<file path="config.mk">
export PLATFORM = sky130hd
export DESIGN_NAME = alu_result_buffer
export DESIGN_NICKNAME = d
export VERILOG_FILES = /design/src/rtl/alu_result_buffer.sv
export SDC_FILE = /design/constraint.sdc
export NUM_CORES = 1
export LEC_CHECK = 0
export BUFFER_PORTS_ARGS = -buffer_cell sky130_fd_sc_hd__clkbuf_2
export CORE_ASPECT_RATIO = 1.5
export CORE_MARGIN = 8
export CORE_UTILIZATION = 35
export DETAILED_ROUTE_END_ITERATION = 12
export GPL_TIMING_DRIVEN = 0
export PLACE_DENSITY = 0.65
export SYNTH_ARGS = -nofsm -noshare
export SYNTH_HDL_FRONTEND = slang
export SYNTH_SLANG_ARGS = --single-unit
</file>
<file path="constraint.sdc">
create_clock -name clk -period 4.5 [get_ports clk]
set_clock_uncertainty 0.05 [all_clocks]
set_input_delay 0 -clock clk [delete_from_list [all_inputs] [get_ports clk]]
set_output_delay 0 -clock clk [all_outputs]
set_load 0.005 [all_outputs]
</file>
<file path="src/rtl/alu_result_buffer.sv">
// alu_result_buffer: registered FIFO stage behind the ALU result mux, storing result, opcode and status flags.
//   clk, rst                  rising-edge clock, asynchronous active-high reset
//   in_valid/in_ready         upstream handshake; in_ready is high while the FIFO is not full
//   in_select, in_a, in_b     opcode and operands that produced in_result
//   in_result                 selected ALU result
//   out_valid/out_ready       downstream handshake on the FIFO head
//   out_result, out_select    head result and opcode (0 while empty)
//   out_zero, out_neg         head result is zero / has its MSB set
//   out_ovf, out_illegal      head signed overflow (add/sub only) / head opcode is illegal
//   count                     saturating number of completed output handshakes
module alu_result_buffer #(
    parameter int WIDTH = 32,
    parameter int DEPTH = 4,
    parameter int CNT_W = 16
) (
    input  logic             clk,
    input  logic             rst,
    input  logic             in_valid,
    output logic             in_ready,
    input  logic [2:0]       in_select,
    input  logic [WIDTH-1:0] in_a,
    input  logic [WIDTH-1:0] in_b,
    input  logic [WIDTH-1:0] in_result,
    output logic             out_valid,
    input  logic             out_ready,
    output logic [WIDTH-1:0] out_result,
    output logic [2:0]       out_select,
    output logic             out_zero,
    output logic             out_neg,
    output logic             out_ovf,
    output logic             out_illegal,
    output logic [CNT_W-1:0] count
);
    localparam int AW = $clog2(DEPTH);
    localparam logic [AW:0] FULL = (AW+1)'(DEPTH);

    typedef struct packed {
        logic [WIDTH-1:0] result;
        logic [2:0]       sel;
        logic             zero;
        logic             neg;
        logic             ovf;
        logic             illegal;
    } entry_t;

    entry_t           mem_q [DEPTH];
    entry_t           in_entry;
    entry_t           head;
    logic [AW-1:0]    wr_ptr_q, rd_ptr_q;
    logic [AW:0]      occ_q, occ_d;
    logic [CNT_W-1:0] count_q, count_d;
    logic             push, pop;
    logic             sa, sb, sr;

    assign sa = in_a[WIDTH-1];
    assign sb = in_b[WIDTH-1];
    assign sr = in_result[WIDTH-1];

    // Flags are computed once at capture so the output side is pure register reads.
    always_comb begin
        in_entry.result  = in_result;
        in_entry.sel     = in_select;
        in_entry.zero    = (in_result == '0);
        in_entry.neg     = sr;
        in_entry.ovf     = (in_select == 3'b000) ? ((sa == sb) && (sr != sa)) :
                           (in_select == 3'b001) ? ((sa != sb) && (sr != sa)) : 1'b0;
        in_entry.illegal = (in_select == 3'b100) || (in_select == 3'b110) || (in_select == 3'b111);
    end

    assign in_ready  = (occ_q != FULL);
    assign out_valid = (occ_q != '0);
    assign push      = in_valid && in_ready;
    assign pop       = out_valid && out_ready;
    assign occ_d     = occ_q + (AW+1)'(push) - (AW+1)'(pop);
    assign count_d   = (pop && count_q != '1) ? count_q + CNT_W'(1) : count_q;

    // Storage is not reset; the head is masked to zero whenever the FIFO is empty.
    always_ff @(posedge clk) begin
        if (push) mem_q[wr_ptr_q] <= in_entry;
    end

    always_ff @(posedge clk or posedge rst) begin
        if (rst) begin
            wr_ptr_q <= '0;
            rd_ptr_q <= '0;
            occ_q    <= '0;
            count_q  <= '0;
        end else begin
            if (push) wr_ptr_q <= wr_ptr_q + AW'(1);
            if (pop) rd_ptr_q <= rd_ptr_q + AW'(1);
            occ_q   <= occ_d;
            count_q <= count_d;
        end
    end

    assign head        = out_valid ? mem_q[rd_ptr_q] : '0;
    assign out_result  = head.result;
    assign out_select  = head.sel;
    assign out_zero    = head.zero;
    assign out_neg     = head.neg;
    assign out_ovf     = head.ovf;
    assign out_illegal = head.illegal;
    assign count       = count_q;
endmodule

</file>
=== Yosys cells after proc, flatten, opt, wreduce, memory -nomap -nowiden ===
Memory sizes are Yosys's and may differ from the RTL's.
Cells that the tools add are included.
Widths: inputs -> output; s select.

* RAM bits: 156
* Register bits after elaboration: 23
* Bits of input ports: 103
* Memories: 1
* Logic and storage cells: 34

{| class="wikitable"
|+ Memory list
! name !! depth !! width !! rd ports !! clocked after memory_dff !! write ports !! line !! RTL
|-
| mem_q || 4 || 39 || 1 || 0 || 1 || 46 || <nowiki>entry_t mem_q [DEPTH];</nowiki>
|}

* Add/subtract/negate cells: 5
* Equal/unequal tests: 9
* Reductions and logical operators: 10
* Multiplexer cells: 5

{| class="wikitable"
|+ Operators by type and width
! operator !! number
|-
| $mux 39 || 1
|-
| $logic_not 32->1 || 1
|-
| $add 16x1->16 const B || 1
|-
| $ne 16x16->1 const B || 1
|-
| $eq 3x3->1 const B || 3
|-
| $logic_and 1x1->1 || 5
|-
| $add 2x1->2 const B || 2
|-
| $mux 1 || 4
|-
| $add 3x1->3 || 1
|-
| $eq 3x1->1 const B || 1
|-
| $logic_not 3->1 || 1
|-
| $ne 3x3->1 const B || 1
|-
| $reduce_bool 3->1 || 1
|-
| $sub 3x1->3 || 1
|-
| $logic_or 1x1->1 || 2
|-
| $ne 1x1->1 || 2
|-
| $eq 1x1->1 || 1
|}

=== Longest topological paths before layout ===
Gate-level depths: netlist of the first run.

* Word-level depth: 4
* Gate-level depth with buffers: 11
* Mapped depth without buffers: 11

=== Worst setup path before layout of the first run ===
Ideal clock, no wire load.

* Path kind: reg2reg
* From: register occ_q[2]
* To: register occ_q[2]
* Setup time: 126 ps
* Data required time: 4324 ps
* Slack: 2235 ps
* Arrival: 2089 ps
* Period minus slack after synthesis: 2265 ps
* Stages on the path, launching flop included: 10
* Path through: dfrtp_1 > o31ai_4 > inv_1 > ha_1 > inv_1 > ha_1 > inv_1 > fa_1 > xnor2_1 > xnor2_1

* Elaborated cells on any way between the ends: 6
* Classes of those cells: add/sub (2); eq/ne (1); reduce/logical (3)

{| class="wikitable"
|+ RTL lines
! what !! line !! RTL
|-
| from (decl) || 50 || <nowiki>logic [AW:0] occ_q, occ_d;</nowiki>
|-
| from (signal assigned) || 86 || <nowiki>occ_q <= '0;</nowiki>
|-
| from (signal assigned) || 91 || <nowiki>occ_q <= occ_d;</nowiki>
|-
| $reduce_bool 3->1 || 71 || <nowiki>assign out_valid = (occ_q != '0);</nowiki>
|-
| $logic_and 1x1->1 || 73 || <nowiki>assign pop = out_valid && out_ready;</nowiki>
|-
| net pop || 52 || <nowiki>logic push, pop;</nowiki>
|-
| $sub 3x1->3 || 74 || <nowiki>assign occ_d = occ_q + (AW+1)'(push) - (AW+1)'(pop);</nowiki>
|-
| net occ_d[2] || 50 ||
|}

The timed path passes the listed nets, and every way through them passes these cells.
A chain may end at the register's enable or synchronous reset.

=== Worst setup path after layout of the first run ===
Ends and elaborated chain as after synthesis.

==> results of run 1 <==
## how the worst max path moves through the flow
stage / startpoint / end / slack, ns / depth (start not counted)
global placement: occ_q[1] / mem_q[0][25] / 1.57 / 3
floorplan: occ_q[2] / occ_q[2] / 2.24 / 9
CTS: occ_q[2] / out_result[21] / 1.76 / 5
global route: occ_q[2] / out_result[14] / 1.65 / 5
finish: occ_q[2] / occ_q[2] / 1.91 / 9
detailed placement: occ_q[2] / occ_q[2] / 1.87 / 9
## cell type report
type	instances	area, sq um	share of cell area
plain buffers	14	62.6	0.00705
clock buffers	18	429	0.0484
clock inverters	14	93.8	0.0106
inverters	10	37.5	0.00423
multi-input cells	170	1830	0.207
flip-flops and latches	175	5140	0.580
well taps	260	325	0.0367
repair buffers	139	946	0.107
## worst reg2reg max path, cell delays in order (launching register included)
cell and delay [ns]:
dfrtp_1 0.44, o31ai_4 0.56, inv_1 0.19, ha_1 0.32, inv_1 0.06, ha_1 0.14
inv_1 0.05, fa_1 0.37, xnor2_1 0.19, xnor2_1 0.15
## sequential cells by signal (all words and copies together), names as in the netlist
| register | count |
|---|---|
| occ_q | 3 |
| count | 16 |
| wr_ptr_q | 2 |
| mem_q | 152 |
| rd_ptr_q | 2 |
## power by group through the flow
stage / logic (uW) / registers [uW] / clock network (uW)
floorplan: 1070 / 2270 / 0
global placement: 1720 / 2300 / 0
detailed placement: 1800 / 2300 / 0
CTS: 1830 / 2270 / 1330
global route: 1930 / 2300 / 1390
finish: 1750 / 2260 / 1300
## cell usage after synthesis, types with 2 or more instances
cell	instances
a21oi_1	2
and2_1	2
and3_1	5
buf_2	5
clkbuf_1	8
dfrtp_1	23
edfxtp_1	152
ha_1	7
inv_1	10
mux2_2	2
mux4_2	38
nand2_1	9
nand3_1	3
nand4_1	8
nand4_2	2
nor2_1	5
nor2b_1	39
nor3_1	3
nor4_1	10
nor4_2	2
xnor2_1	13
xor2_1	7
## layout by cell type, fill, tap and decap left out, drive strengths merged, types with 6 or more instances in the layout
master	synthesis	final
edfxtp	152	152
clkbuf	8	123
nor2b	39	39
mux4	38	38
dlygate4sd3	0	38
dfrtp	23	23
xnor2	13	13
nor4	12	12
inv	10	12
nand4	10	10
buf	6	10
nand2	9	9
xor2	7	7
ha	7	7
clkinvlp	0	6
nor2	6	6
and3	6	6
clkinv	0	6
## through the flow
step	worst slack, ns	instances
global route	1.65	800
global placement	1.57	726
floorplan	2.24	369
finish	1.91	800
detailed placement	1.87	730
CTS	1.76	800
## cell families (layout without fill, tap and decap cells)
logic type | after synthesis | count (layout)
AO/OA/AOI/OAI | 6 | 6
flip-flops | 175 | 175
multiplexers | 41 | 41
AND/OR/NAND/NOR | 95 | 95
XOR/XNOR | 20 | 20
buffers and inverters | 24 | 195
adder cells (fa/ha/maj) | 8 | 8
## repair_timing
action | in CTS | in global routing
hold buffers | 38 | 0
buffers inserted | 0 | 0
endpoints found under the hold margin | 175 | 0
## layer usage
layer	wire, um	track usage	vias up	part of all wire
li1	-	-	1769	-
met4	273	0.0532	0	0.018
met5	0	0	-	0
met1	5780	0.133	2006	0.39
met3	752	0.0364	19	0.050
met2	8170	0.227	101	0.55
==> metrics.csv, run 1 <==
metric;value;unit
hp-class;in2reg;
cp.required;4.79;ns
cts_tree;built;
start_util;0.357;
r2r-end;occ_q[2];
cpMostUsedCell;inv_1;
die_x;132;um
ios;160;
cts_buffers;17;
cp-end-kind;flop;
fill_cells;1736;
synthAdderAreaFrac;0.0152;
slowest_stage;o31ai_4;
design_area;8870;sq um
htreeDepth;4;
ys_warn_count;0;
final_layout_size_suffix_gt1_frac;0.356;
synth_top_family_by_area;multiplexers;
yosys-top-cells-area;edfxtp_1, mux4_2, dfrtp_1;
path_class;reg2reg;
power_frac_comb;0.329;
ant_nets;0;
relSlewSlack;0.415;
r2r_start;occ_q[2];
finalHoldWorstSlack;0.0696;ns
hpwl;10200;um
critPathMaxFanout;10;
yosysTopAreaCell;edfxtp_1;
ir_drop;0.229;mV
syn_avg_cell_area;19.2;sq um
fin_crit_sh;0.575;
globalRouteTotalUtil;0.125;
setup_tns;0;ns
firstDrtPassIters;4;
rows;63;
worstPathArrival;2.88;ns
antenna_found_initial;0;
grt_setup_unrepaired;false;
hold_start;in_a[31];
rrSetupSlack;1.91;ns
rr_worst_depth;9;
setup_viol;0;
synth_top_flop_cell;edfxtp_1;
p_total;5320;uW
wire_per_inst;18.7;um
ys_ff_latch;175;
cts_sinks;175;
critical_path.top_delay_family;adder cells;
synth_mux_area_frac;0.126;
post_cts_resized;0;
p_leak;0.00322;uW
synth-compound-area-share;0.00885;
min_path_cells;4;
finalCriticalPeriod;2.59;ns
diodes;0;
critical_path_buf_inv_count;3;
place_congestion;0.753;
drtIter0Drc;229;
synth-simple-area-share;0.0835;
port-buffer-count;97;
chipHeight;190;um
grt_pass1_vias;4353;
maxSlewViolCount;0;
syn_nets;480;
synthXorXnorAreaFrac;0.0248;
crit_path_max_incr_delay;0.56;ns
drc;0;
synth_top_area_frac;0.646;
worstPathCellList;o31ai_4 > inv_1 > ha_1 > inv_1 > ha_1 > inv_1 > fa_1 > xnor2_1 > xnor2_1;
seq_area_frac_synth;0.727;
wl;15000;um
fin_util;0.448;
finalNetCount;638;
holdPathEnd;mem_q[2][1];
finalHoldViolCount;0;
pwr-share-seq;0.426;
syn_area;7070;sq um
synthCells;369;
die_area;25100;sq um
gr-total-overflow;0;
p_switching;1610;uW
path_clk_slew;0.06;ns
clk_latency;0.43;ns
worst_setup_path_start_kind;flop;
clkPwrFrac;0.245;
p_int;3700;uW
ys_types;36;
tightest_slew;0.877;ns
synth_enable_flop_cells;152;
num_vias;3895;
maxCapViolations;0;
cts_max_path_buffers;2;
coreArea;19800;sq um
syn2layout_area_growth;25.5;%
vias_per_cell;4.87;
root_buffer;clkbuf_16;
switching_share;0.303;
power_density;599;nW/um^2
grt_max_degree;24;
async_flop_share;0.131;
grt_pass1_wl;24000;um
fmax;386;MHz
placed_area;7970;sq um
status;completed;
No activity file was read; power rests on OpenSTA's default activity.
==> run 2, diff against run 1 <==
--- a/config.mk
+++ b/config.mk
@@ -5,13 +5,14 @@
 export SDC_FILE = /design/constraint.sdc
 export NUM_CORES = 1
 export LEC_CHECK = 0
+export ABC_AREA = 1
 export BUFFER_PORTS_ARGS = -buffer_cell sky130_fd_sc_hd__clkbuf_2
 export CORE_ASPECT_RATIO = 1.5
 export CORE_MARGIN = 8
 export CORE_UTILIZATION = 35
 export DETAILED_ROUTE_END_ITERATION = 12
 export GPL_TIMING_DRIVEN = 0
-export PLACE_DENSITY = 0.65
+export PLACE_DENSITY = 0.64
 export SYNTH_ARGS = -nofsm -noshare
 export SYNTH_HDL_FRONTEND = slang
 export SYNTH_SLANG_ARGS = --single-unit
==> constraint.sdc (replaced) <==
create_clock -name clk -period 2.4 [get_ports clk]
set_clock_uncertainty 0.05 [all_clocks]
set_input_delay 0 -clock clk [delete_from_list [all_inputs] [get_ports clk]]
set_output_delay 0 -clock clk [all_outputs]
set_load 0.005 [all_outputs]
==> run 2 against run 1 <==
Effect of this change: setup slack worse by 1.7 ns; register-to-register slack worse by 1.7 ns; global-route usage up 1.6 points; sequential power up 88%.
==> metrics.csv, run 2 <==
metric;value;unit
worst_setup_path_start_kind;flop;
final_cell_mix;nor2_1, edfxtp_1, clkbuf_2, o21ai_0, nand2_1;
largest-register;mem_q;
maxSlewViolCount;0;
hold_start;in_valid;
r2r-end;occ_q[2];
final_common_cell;nor2_1;
synth_enable_flop_cells;152;
clk_latency;0.42;ns
holdPathEnd;wr_ptr_q[0];
final_layout_size_suffix_gt1_frac;0.208;
synth_top_area_frac;0.617;
worstPathCellList;buf_2 > inv_2 > clkbuf_1 > o21ai_0 > a21oi_1 > buf_4 > clkbuf_2;
drtIter0Drc;346;
port-buffer-count;97;
chipHeight;194;um
rows;65;
die_x;135;um
syn_avg_cell_area;11.2;sq um
grt_pass1_wl;28500;um
critical_path_buf_inv_count;5;
setup_viol;0;
seq_area;5140;sq um
rrSetupSlack;0.26;ns
wl;18400;um
fin_crit_sh;0.917;
maxCapViolations;0;
finalNetCount;931;
grt_pass1_vias;5422;
yosys-top-cells-area;edfxtp_1, nor2_1, dfrtp_1;
seq_area_frac_synth;0.695;
cts_sinks;175;
cts_max_path_buffers;2;
cp.required;2.35;ns
hpwl;12400;um
fill_cells;1890;
synth.cells.most_frequent;nor2_1, edfxtp_1, o21ai_0;
yosysTopAreaCell;edfxtp_1;
ys_types;28;
min_path_cells;3;
ys_ff_latch;175;
syn_nets;774;
slowest_stage;clkbuf_1;
start_util;0.354;
largest_reg_flops;152;
grt_max_degree;24;
root_buffer;clkbuf_16;
p_leak;0.00352;uW
critPathMaxFanout;10;
globalRouteTotalUtil;0.141;
finalHoldWorstSlack;0.0241;ns
place_congestion;0.794;
path_clk_slew;0.07;ns
async_flop_share;0.131;
critical_path.top_delay_family;buffers and inverters;
htreeDepth;4;
rr_worst_depth;10;
syn2layout_area_growth;25.4;%
cts_setup_buffers;0;
firstDrtPassIters;5;
tightest_slew;0.934;ns
ant_nets;0;
synth_top_flop_cell;edfxtp_1;
worstPathArrival;2.15;ns
vias_per_cell;4.75;
die_area;26100;sq um
cp-end-kind;output pin;
p_total;11000;uW
coreArea;20900;sq um
power_density;1180;nW/um^2
relSlewSlack;0.376;
status;completed;
ys_warn_count;0;
drc;0;
fmax;454;MHz
cts_buffers;17;
syn_area;7400;sq um
multiInputGateArea;2020;sq um
r2r_start;occ_q[2];
synthCells;663;
wire_per_inst;16.7;um
ios;160;
num_vias;5229;
finalHoldViolCount;0;
cts_tree;built;
ir_drop;0.578;mV
crit_path_max_incr_delay;0.41;ns
hp-class;in2reg;
antenna_found_initial;1;
path_class;reg2out;
gr-total-overflow;0;
grt_setup_unrepaired;false;
finalCriticalPeriod;2.20;ns
yosysMostFrequentCell;nor2_1;
[run 2: cell count changes after synthesis, sizes merged, moves of 10 or more]
cell	delta
nand2	+57
xnor2	-10
a21oi	+39
inv	+21
mux4	-38
o21ai	+84
buf	+15
nor2	+187
nor2b	-39
[run 2: final cells by class]
class / count / share of cell area
diodes: 1 / 0.000270
plain buffers: 31 / 0.0169
clock buffers: 18 / 0.0463
clock inverters: 14 / 0.0144
inverters: 31 / 0.0125
multi-input cells: 426 / 0.218
flip-flops and latches: 175 / 0.554
well taps: 268 / 0.0362
repair buffers: 138 / 0.102
[run 2: how the worst max path moves through the flow]
| stage | from | endpoint | slack [ns] | cells after the start |
|---|---|---|---|---|
| 6_report | rd_ptr_q[0] | out_result[31] | 0.20 | 7 |
| 5_1_grt | rd_ptr_q[0] | out_result[31] | 0.08 | 7 |
| 4_1_cts | occ_q[1] | occ_q[2] | 0.10 | 9 |
| 3_5_place_dp | occ_q[1] | occ_q[2] | 0.11 | 9 |
| 3_3_place_gp | occ_q[1] | mem_q[3][24] | -1.83 | 4 |
| 2_1_floorplan | occ_q[1] | mem_q[0][0] | -0.41 | 4 |
[run 2: cell families (layout without fill, tap and decap cells)]
group                    after synthesis  count (layout)  share of synthesized area
XOR/XNOR                              11              11                     0.0130
other                                  0               1                          0
AO/OA/AOI/OAI                        125             125                     0.0861
buffers and inverters                 62             232                     0.0369
AND/OR/NAND/NOR                      282             282                      0.155
adder cells (fa/ha/maj)                8               8                     0.0145
flip-flops                           175             175                      0.695
[run 2: worst reg2reg max path, cell delays in order, from the launching register on]
cell     delay [ns]
dfrtp_1        0.41
nor2_1         0.11
nand2_1        0.13
nand2_2        0.20
inv_1          0.10
ha_1           0.28
inv_1          0.06
ha_1           0.12
inv_1          0.04
fa_1           0.38
xnor2_1        0.14
[run 2: through the flow]
stage	setup slack [ns]	cells	area, sq um	utilization	TNS [ns]
after floorplan	-0.411	663	7400	-	-62.52
after global placement	-1.83	1028	8220	0.393	-263.65
after detailed placement	0.110	1032	8340	0.399	0
after CTS	0.101	1101	9270	0.444	0
after global routing	0.0821	1102	9280	0.444	0
final	0.199	1102	9280	0.444	0
[run 2: what timing repair did]
item	4_1_cts	5_1_grt
endpoints found under the hold margin	169	0
setup endpoints to repair	0	2
resized for setup	0	1
hold buffers	37	0
[run 2: layer usage]
metal | vias to the layer above | global-route usage | wire length, um
li1 | 2585 | - | -
met1 | 2466 | 0.149 | 7170
met2 | 149 | 0.254 | 9800
met3 | 29 | 0.0342 | 876
met4 | 0 | 0.0697 | 553
met5 | - | 0 | 0
[run 2: report_power, final]
| group | total [uW] | internal [uW] | switching (uW) |
|---|---|---|---|
| Combinational | 4100 | 1500 | 2600 |
| Sequential | 4250 | 4010 | 242 |
| Clock | 2630 | 1450 | 1180 |
| Total | 11000 | 6950 | 4020 |
